--- config.mk ---
export PLATFORM = sky130hd
export DESIGN_NAME = rotary_step_decoder_flat
export DESIGN_NICKNAME = d
export VERILOG_FILES = /design/src/rtl/rotary_step_decoder_if.sv /design/src/rtl/rotary_step_decoder.sv /design/src/flat_wrapper.sv
export SDC_FILE = /design/constraint.sdc
export NUM_CORES = 1
export LEC_CHECK = 0
export ABC_AREA = 1
export CELL_PAD_IN_SITES_DETAIL_PLACEMENT = 1
export CELL_PAD_IN_SITES_GLOBAL_PLACEMENT = 1
export CORE_MARGIN = 2
export CORE_UTILIZATION = 40
export CTS_BUF_LIST = sky130_fd_sc_hd__clkbuf_16
export DETAILED_ROUTE_END_ITERATION = 10
export GPL_TIMING_DRIVEN = 0
export PLACE_DENSITY_LB_ADDON = 0.1
export SYNTH_ARGS = -nofsm -noshare
export SYNTH_HDL_FRONTEND = slang
export SYNTH_SLANG_ARGS = --single-unit
--- constraint.sdc ---
create_clock -name clk -period 2.4 [get_ports clk]
set_input_delay 0.48 -clock clk [delete_from_list [all_inputs] [get_ports clk]]
set_output_delay 0.48 -clock clk [all_outputs]
set_load 0.02 [all_outputs]
--- src/rtl/rotary_step_decoder_if.sv ---
// Rotary encoder contacts in, detent event/direction/strobe/position out; master = decoder side.
// Combinational bundle only: no latency, no backpressure (outputs are levels and strobes).
interface rotary_step_decoder_if #(
  parameter int CNT_W = 8
) ();
  logic                    rot_a;
  logic                    rot_b;
  logic                    rotation_event;
  logic                    rotation_direction;
  logic                    step_pulse;
  logic signed [CNT_W-1:0] position;

  modport master (
    input  rot_a,
    input  rot_b,
    output rotation_event,
    output rotation_direction,
    output step_pulse,
    output position
  );

  modport slave (
    output rot_a,
    output rot_b,
    input  rotation_event,
    input  rotation_direction,
    input  step_pulse,
    input  position
  );
endinterface

--- src/rtl/rotary_step_decoder.sv ---
// Rotary encoder front end: sync + debounce both contacts, one rotation_event rise per detent; ROT_POSITION_EN adds a wrapping signed count.
// rotation_event rises SYNC_STAGES+DEBOUNCE_CYCLES edges after a stable 11 is first sampled; no backpressure, outputs are levels/strobes.
module rotary_step_decoder #(
  parameter int SYNC_STAGES     = 2,
  parameter int DEBOUNCE_CYCLES = 16,
  parameter int CNT_W           = 8
) (
  input logic                   clk,
  input logic                   reset,
  rotary_step_decoder_if.master bus
);
  localparam int            DW      = $clog2(DEBOUNCE_CYCLES + 1);
  localparam logic [DW-1:0] DB_LAST = DW'(DEBOUNCE_CYCLES - 1);

  typedef enum logic {LOW, HIGH} state_t;

  logic [SYNC_STAGES-1:0] a_sync;
  logic [SYNC_STAGES-1:0] b_sync;
  logic                   a_s;
  logic                   b_s;
  logic                   a_f;
  logic                   b_f;
  logic [DW-1:0]          a_cnt;
  logic [DW-1:0]          b_cnt;
  logic [1:0]             ba;
  logic                   q1;
  logic                   q2;
  state_t                 state;
  logic                   rotation_event;
  logic                   rotation_direction;
  logic                   step_pulse;

  always_ff @(posedge clk or posedge reset) begin
    if (reset) begin
      a_sync <= '0;
      b_sync <= '0;
    end else begin
      a_sync <= {a_sync[SYNC_STAGES-2:0], bus.rot_a};
      b_sync <= {b_sync[SYNC_STAGES-2:0], bus.rot_b};
    end
  end

  assign a_s = a_sync[SYNC_STAGES-1];
  assign b_s = b_sync[SYNC_STAGES-1];

  // A new level is taken on the edge where the run length would reach DEBOUNCE_CYCLES.
  always_ff @(posedge clk or posedge reset) begin
    if (reset) begin
      a_f   <= 1'b0;
      a_cnt <= '0;
    end else if (a_s == a_f) begin
      a_cnt <= '0;
    end else if (a_cnt == DB_LAST) begin
      a_f   <= a_s;
      a_cnt <= '0;
    end else begin
      a_cnt <= a_cnt + 1'b1;
    end
  end

  always_ff @(posedge clk or posedge reset) begin
    if (reset) begin
      b_f   <= 1'b0;
      b_cnt <= '0;
    end else if (b_s == b_f) begin
      b_cnt <= '0;
    end else if (b_cnt == DB_LAST) begin
      b_f   <= b_s;
      b_cnt <= '0;
    end else begin
      b_cnt <= b_cnt + 1'b1;
    end
  end

  assign ba = {b_f, a_f};

  // q2 remembers which contact moved first in the current quarter-cycle.
  always_ff @(posedge clk or posedge reset) begin
    if (reset) begin
      q1 <= 1'b0;
      q2 <= 1'b0;
    end else begin
      case (ba)
        2'b00:   q1 <= 1'b0;
        2'b11:   q1 <= 1'b1;
        2'b01:   q2 <= 1'b0;
        default: q2 <= 1'b1;
      endcase
    end
  end

  always_ff @(posedge clk or posedge reset) begin
    if (reset) begin
      state              <= LOW;
      rotation_event     <= 1'b0;
      rotation_direction <= 1'b0;
      step_pulse         <= 1'b0;
    end else begin
      step_pulse <= 1'b0;
      case (state)
        LOW: if (ba == 2'b11) begin
          state              <= HIGH;
          rotation_event     <= 1'b1;
          rotation_direction <= q2;
          step_pulse         <= 1'b1;
        end
        HIGH: if (ba == 2'b00) begin
          state          <= LOW;
          rotation_event <= 1'b0;
        end
        default: state <= LOW;
      endcase
    end
  end

  // q1 tracks the same "both high" phase the FSM latches on.
  a_q1_tracks_state: assert property (@(posedge clk) disable iff (reset) q1 == (state == HIGH));

`ifdef ROT_POSITION_EN
  logic signed [CNT_W-1:0] pos_q;

  always_ff @(posedge clk or posedge reset) begin
    if (reset) begin
      pos_q <= '0;
    end else if (state == LOW && ba == 2'b11) begin
      pos_q <= q2 ? pos_q - 1'b1 : pos_q + 1'b1;
    end
  end

  assign bus.position = pos_q;
`else
  assign bus.position = '0;
`endif

  assign bus.rotation_event     = rotation_event;
  assign bus.rotation_direction = rotation_direction;
  assign bus.step_pulse         = step_pulse;
endmodule

--- src/flat_wrapper.sv ---
// flat-port wrapper written by rule: the top's interface ports become plain ports
module rotary_step_decoder_flat 
#(
  parameter int SYNC_STAGES     = 2,
  parameter int DEBOUNCE_CYCLES = 16,
  parameter int CNT_W           = 8
)
  (clk, reset, bus_rot_a, bus_rot_b, bus_rotation_event, bus_rotation_direction, bus_step_pulse, bus_position);
  rotary_step_decoder_if #(.CNT_W(CNT_W)) bus_i ();
  input logic clk;
  input logic reset;
  input wire logic [$bits(bus_i.rot_a)-1:0] bus_rot_a;
  input wire logic [$bits(bus_i.rot_b)-1:0] bus_rot_b;
  output wire logic [$bits(bus_i.rotation_event)-1:0] bus_rotation_event;
  output wire logic [$bits(bus_i.rotation_direction)-1:0] bus_rotation_direction;
  output wire logic [$bits(bus_i.step_pulse)-1:0] bus_step_pulse;
  output wire logic [$bits(bus_i.position)-1:0] bus_position;
  assign bus_i.rot_a = bus_rot_a;
  assign bus_i.rot_b = bus_rot_b;
  assign bus_rotation_event = bus_i.rotation_event;
  assign bus_rotation_direction = bus_i.rotation_direction;
  assign bus_step_pulse = bus_i.step_pulse;
  assign bus_position = bus_i.position;
  rotary_step_decoder #(.SYNC_STAGES(SYNC_STAGES), .DEBOUNCE_CYCLES(DEBOUNCE_CYCLES), .CNT_W(CNT_W)) u_core (.clk(clk), .reset(reset), .bus(bus_i));
endmodule
==> results of run 1 <==
[path summary, 6_finish.rpt]
| check | startpoint | end | slack (ns) | cells after the start |
|---|---|---|---|---|
| min in group asynchronous | reset | u_core.b_sync[1]$_DFF_PP0_ | 0.67 | 2 |
| max | u_core.bus.rotation_direction$_DFFE_PP0P_ | bus_rotation_direction | 0.72 | 1 |
| max in group asynchronous | reset | u_core.bus.step_pulse$_DFF_PP0_ | 1.23 | 2 |
| min reg2reg | u_core.a_sync[0]$_DFF_PP0_ | u_core.a_sync[1]$_DFF_PP0_ | 0.35 | 0 |
| max reg2reg | u_core.b_cnt[0]$_DFF_PP0_ | u_core.b_cnt[0]$_DFF_PP0_ | 1.31 | 4 |
| min | u_core.a_sync[0]$_DFF_PP0_ | u_core.a_sync[1]$_DFF_PP0_ | 0.35 | 0 |
[through the flow]
step / utilization / hold slack [ns] / power (uW) / instances / area [um2]
floorplan: - / 0.331 / 426 / 108 / 955
global placement: 0.475 / 0.332 / 437 / 142 / 1050
detailed placement: 0.475 / 0.336 / 439 / 142 / 1050
CTS: 0.511 / 0.353 / 793 / 146 / 1130
global route: 0.511 / 0.357 / 813 / 146 / 1130
finish: 0.511 / 0.348 / 780 / 146 / 1130
[synthesized netlist by cell type (all sizes together)]
cell type	n	area (um2)
o21ai	1	5.00
buf	8	60.1
ha	5	62.6
nand3	4	20.0
nor2	14	52.6
nand4	4	25.0
xnor2	2	17.5
inv	15	56.3
a21oi	2	10.0
nand2	24	90.1
conb	1	3.75
dfrtp	21	526
[power breakdown]
part / total [uW] / internal [uW] / switching (uW)
Combinational: 54.8 / 22.8 / 31.9
Sequential: 378 / 367 / 11.0
Clock: 347 / 224 / 124
Total: 780 / 613 / 167
[metal layers]
metal / up-vias / global-route usage
met5: - / 0
met3: 5 / 0.0343
met4: 0 / 0.132
met2: 13 / 0.238
met1: 308 / 0.152
li1: 325 / -
[layout make-up]
| type | instances | area (um2) | share of cell area |
|---|---|---|---|
| buffer | 8 | 60.1 | 0.0532 |
| clock inverter | 1 | 5.00 | 0.00443 |
| sequential | 21 | 526 | 0.465 |
| timing repair buffer | 6 | 60.1 | 0.0532 |
| clock buffer | 3 | 75.1 | 0.0664 |
| multi-input combinational | 64 | 313 | 0.277 |
| inverter | 15 | 56.3 | 0.0498 |
| tap | 28 | 35.0 | 0.0310 |
[kinds of logic (layout without fill, tap and decap cells)]
| kind of cell | after synthesis | count (layout) | synth area share |
|---|---|---|---|
| compound gates | 3 | 3 | 0.0162 |
| xor+xnor | 2 | 2 | 0.0189 |
| fa+ha+maj | 5 | 5 | 0.0674 |
| buf+inv | 23 | 33 | 0.125 |
| flops | 21 | 21 | 0.566 |
| other cells | 1 | 8 | 0.00404 |
| simple gates | 46 | 46 | 0.202 |
[registers in the layout (all words and copies together) (netlist names), 2 cells and up]
register	cells
u_core.a_cnt	5
u_core.a_sync	2
u_core.b_cnt	5
u_core.b_sync	2
==> results.toml, run 1 <==
[status]
run_status = "finished clean"

[worst_setup_path]
cp_max_fo = 2
critPathArrivalTime_ns = 1.20
setup.worst_path.start_class = "register"
crit_path_top_delay_cell = "sky130_fd_sc_hd__clkdlybuf4s50_1"
path_delay_family = "buffers and inverters"
critical_path.n_buffers_inverters = 1
critPathCaptureType = "output port"
worstSetupPathType = "register to output port"
cp_data_required_time_ns = 1.92
timing.critical_path.cells = "clkdlybuf4s50_1"
cp_slowest_stage_delay_ns = 0.60

[place]
dp_slack_ns = 0.854
port_buffers = 6
dp_hpwl_um = 1140
place.gp.congestion = 0.704

[global_route]
global_route.overflow_total = 0
grt_max_degree = 22
grt_pass1_wl_um = 2730
grt_use_total = 0.145
antenna_found_initial = 0
vias_in_the_first_global_route = 712

[clock_network]
cts_buffers = 3
cts-root-to-sink-buffers = 2
insertion_delay_ns = 0.25
clk_root_buffer_cell = "sky130_fd_sc_hd__clkbuf_16"
cts_resized = 0
clk_pin_slew_worst_paths_ns = 0.06
postCtsHoldBufs = 0
cts_tree = "done"
tritoncts_num_sinks = 21
h-tree-depth = 1
cts_setup_buffers = 0

[sta]
rsz0062_at_grt = "no"
maxSlewHeadroom = 0.476
worst_slack_ns = 0.724
setup_viol = 0
fmax_mhz = 597
slew_viol_final = 0
final.period_utilization = 0.698
report.final.hold_viol_count = 0
finClkSkew_ns = 0.00257
fin_setup_tns_ns = 0
timing.final.crit_period_ns = 1.68
timing_worst_slew_pin_value_ns = 0.786

[synthesis]
ys_warn_count = 0
syn_area_um2 = 928
post_synth_inst_count = 101
synth.lib_cells_used.distinct = 12
synth_seq_cells = 21
post_synth.cell_area_avg_um2 = 9.19
synth-seq-area-share = 0.566

[detailed_routing]
route.final.wire_length_um = 1550
via_per_inst = 4.46
detailroute.via_count = 651
detail_route.drc_violations = 0
drt_pre_antenna_iters = 2
detail_route.wirelength.met1_um = 667
drtAntennaViolNets = 0
met2_length_um = 770
maxUsedRoutingLayer = "met4"
detail_route.iter0.violations = 2
met3_length_um = 58
detail_route.wl_per_cell_um = 10.6

[final_layout]
insertedDiodeCount = 0
filler_cell_count = 277
layout_commonest_cell = "sky130_fd_sc_hd__nand2_1"
nets = 128
area.growth.synth_to_final_pct = 21.7
layout_common_cells = "sky130_fd_sc_hd__nand2_1 (24), sky130_fd_sc_hd__dfrtp_1 (21), sky130_fd_sc_hd__inv_1 (15)"
drive_above_1_share = 0.102

[floorplan]
dieArea_mm2 = 0.00272
io_pins = 15
die-height_um = 52.2
initial_utilization = 0.420
num_rows = 17
die_x_um = 52.2
design.core.area_mm2 = 0.00221

[run]
timing.max_cap.violations = 0

[power_and_ir_drop]
static-leakage-power_uw = 0.000604
vdd.ir_drop.worst_v = 0.000395
pwr_density_cell_mw_per_mm2 = 690

[min_path]
hold_path_class = "register to register"
(Power assumes the default switching activity.)
==> inputs of run 2 (changes only) <==
--- a/config.mk
+++ b/config.mk
@@ -9,7 +9,7 @@
 export CELL_PAD_IN_SITES_DETAIL_PLACEMENT = 1
 export CELL_PAD_IN_SITES_GLOBAL_PLACEMENT = 1
 export CORE_MARGIN = 2
-export CORE_UTILIZATION = 40
+export CORE_UTILIZATION = 38
 export CTS_BUF_LIST = sky130_fd_sc_hd__clkbuf_16
 export DETAILED_ROUTE_END_ITERATION = 10
 export GPL_TIMING_DRIVEN = 0
==> constraint.sdc (replaced) <==
create_clock -name clk -period 1.7 [get_ports clk]
set_input_delay 0.34 -clock clk [delete_from_list [all_inputs] [get_ports clk]]
set_output_delay 0.34 -clock clk [all_outputs]
set_load 0.02 [all_outputs]
==> run 2 against run 1 <==
Final area shrank 0.11%. Die area up 4.9%. Via count decreased by 0.15%. Global-route usage grew 0.99 points. Clock power rose by 41%. Register-to-register slack lost 0.69 ns.
==> results.toml, run 2 (synthesized netlist as in run 1, its figures left out) <==
[final_layout]
insertedDiodeCount = 0
final_core_util = 0.501
layout_commonest_cell = "sky130_fd_sc_hd__nand2_1"
layout_common_cells = "sky130_fd_sc_hd__nand2_1 (24), sky130_fd_sc_hd__dfrtp_1 (21), sky130_fd_sc_hd__inv_1 (16)"
reg.largest.list = "u_core.a_cnt: 5 flops, u_core.b_cnt: 5 flops"
nets = 128
drive_above_1_share = 0.0932
filler_cell_count = 279
area.growth.synth_to_final_pct = 21.6

[clock_network]
cts_buffers = 3
cts_tree = "done"
postCtsHoldBufs = 0
tritoncts_num_sinks = 21
clk_root_buffer_cell = "sky130_fd_sc_hd__clkbuf_16"
clk_pin_slew_worst_paths_ns = 0.06
cts_resized = 0
cts-root-to-sink-buffers = 2
cts_setup_buffers = 0
h-tree-depth = 1
insertion_delay_ns = 0.25

[floorplan]
die-height_um = 53.4
design.core.area_mm2 = 0.00225
dieArea_mm2 = 0.00285
io_pins = 15
initial_utilization = 0.412
die_x_um = 53.4
num_rows = 17

[worst_setup_path]
crit_path_start = "u_core.bus.rotation_event$_DFFE_PP0P_"
critPathCaptureType = "output port"
critical_path.reg2reg.endpoint = "u_core.b_cnt[3]$_DFF_PP0_"
worstSetupPathDepth = 1
cp_max_fo = 2
worstReg2RegStart = "u_core.b_cnt[0]$_DFF_PP0_"
crit_path_top_delay_cell = "sky130_fd_sc_hd__clkdlybuf4s50_1"
r2r_setup_slk_ns = 0.62
critPathArrivalTime_ns = 1.20
worstSetupPathType = "register to output port"
cp_data_required_time_ns = 1.36
timing.critical_path.cells = "clkdlybuf4s50_1"
cp_slowest_stage_delay_ns = 0.60
critical_path.n_buffers_inverters = 1
path_delay_family = "buffers and inverters"
setup.worst_path.start_class = "register"
worst_r2r_path_depth = 4
cp-endpoint = "bus_rotation_event"

[place]
dp_slack_ns = 0.321
place.gp.congestion = 0.705
dp_hpwl_um = 1200
port_buffers = 6

[global_route]
grt_pass1_wl_um = 2950
vias_in_the_first_global_route = 680
antenna_found_initial = 0
grt_max_degree = 22
global_route.overflow_total = 0
grt_use_total = 0.155

[detailed_routing]
drtAntennaViolNets = 0
via_per_inst = 4.45
detail_route.drc_violations = 0
detailroute.via_count = 650
route.final.wire_length_um = 1630
detail_route.wl_per_cell_um = 11.2
drt_pre_antenna_iters = 2
detail_route.iter0.violations = 6

[power_and_ir_drop]
p_comb_frac = 0.071
vdd.ir_drop.worst_v = 0.000601
p_int_uw = 864
pwr-share-clk = 0.445
switching_share = 0.216
pwr_density_cell_mw_per_mm2 = 976
power.sequential.fraction = 0.484
static-leakage-power_uw = 0.000606
netSwitchingPower_uw = 238

[sta]
setup_viol = 0
worst_slack_ns = 0.161
finClkSkew_ns = 0.00295
final.period_utilization = 0.905
fin_setup_tns_ns = 0
timing_worst_slew_pin_value_ns = 0.790
rsz0062_at_grt = "no"
maxSlewHeadroom = 0.473
slew_viol_final = 0
report.final.hold_viol_count = 0
fmax_mhz = 650
timing.final.crit_period_ns = 1.54

[run]
timing.max_cap.violations = 0

[status]
run_status = "finished clean"

[min_path]
hold_path_class = "register to register"
run 2: cell types whose count changed in the layout (fill, tap and decap cells not counted), sizes merged:
cell,before,now
clkinv,1,0
inv,15,16
run 2: how the worst min path moves through the flow:
stage	start	endpoint	slack, ns	cells after the start
final	u_core.a_sync[0]$_DFF_PP0_	u_core.a_sync[1]$_DFF_PP0_	0.35	0
after global routing	u_core.a_sync[0]$_DFF_PP0_	u_core.a_sync[1]$_DFF_PP0_	0.35	0
after CTS	u_core.a_sync[0]$_DFF_PP0_	u_core.a_sync[1]$_DFF_PP0_	0.35	0
after detailed placement	u_core.a_sync[0]$_DFF_PP0_	u_core.a_sync[1]$_DFF_PP0_	0.34	0
after global placement	u_core.a_sync[0]$_DFF_PP0_	u_core.a_sync[1]$_DFF_PP0_	0.33	0
after floorplan	reset	u_core.a_cnt[0]$_DFF_PP0_	0.32	1
run 2: power by group through the flow:
stage | Sequential (uW) | Clock [uW] | Combinational (uW)
floorplan | 538 | 0 | 63.4
global placement | 540 | 0 | 76.5
detailed placement | 542 | 0 | 79.2
CTS | 533 | 512 | 80.0
global route | 536 | 525 | 90.6
finish | 533 | 490 | 78.6
run 2: metrics by stage:
step	hold slack (ns)	instances	area [um2]	power [uW]
4_1_cts	0.349	146	1130	1130
3_3_place_gp	0.332	142	1050	617
6_report	0.348	146	1130	1100
3_5_place_dp	0.336	142	1050	621
2_1_floorplan	0.317	108	955	602
5_1_grt	0.353	146	1130	1150
run 2: area by class of cell:
class | instances | area (um2) | area share
Sequential cell | 21 | 526 | 0.466
Multi-Input combinational cell | 64 | 313 | 0.277
Clock buffer | 3 | 75.1 | 0.0665
Timing Repair Buffer | 6 | 60.1 | 0.0532
Buffer | 8 | 60.1 | 0.0532
Inverter | 15 | 56.3 | 0.0499
Tap cell | 28 | 35.0 | 0.0310
Clock inverter | 1 | 3.75 | 0.00333
run 2: routing by layer:
metal | GRT usage | wire length [um] | share of wire
met3 | 0.0424 | 80 | 0.049
met1 | 0.184 | 687 | 0.42
met5 | 0 | 0 | 0
met4 | 0.115 | 50 | 0.031
met2 | 0.237 | 811 | 0.50
==> inputs of run 3 (changes only) <==
--- a/config.mk
+++ b/config.mk
@@ -6,6 +6,7 @@
 export NUM_CORES = 1
 export LEC_CHECK = 0
 export ABC_AREA = 1
+export CAP_MARGIN = 25
 export CELL_PAD_IN_SITES_DETAIL_PLACEMENT = 1
 export CELL_PAD_IN_SITES_GLOBAL_PLACEMENT = 1
 export CORE_MARGIN = 2
==> results of run 3 <==
Same layout as run 2: the final DEF is identical, and so are final timing and power.
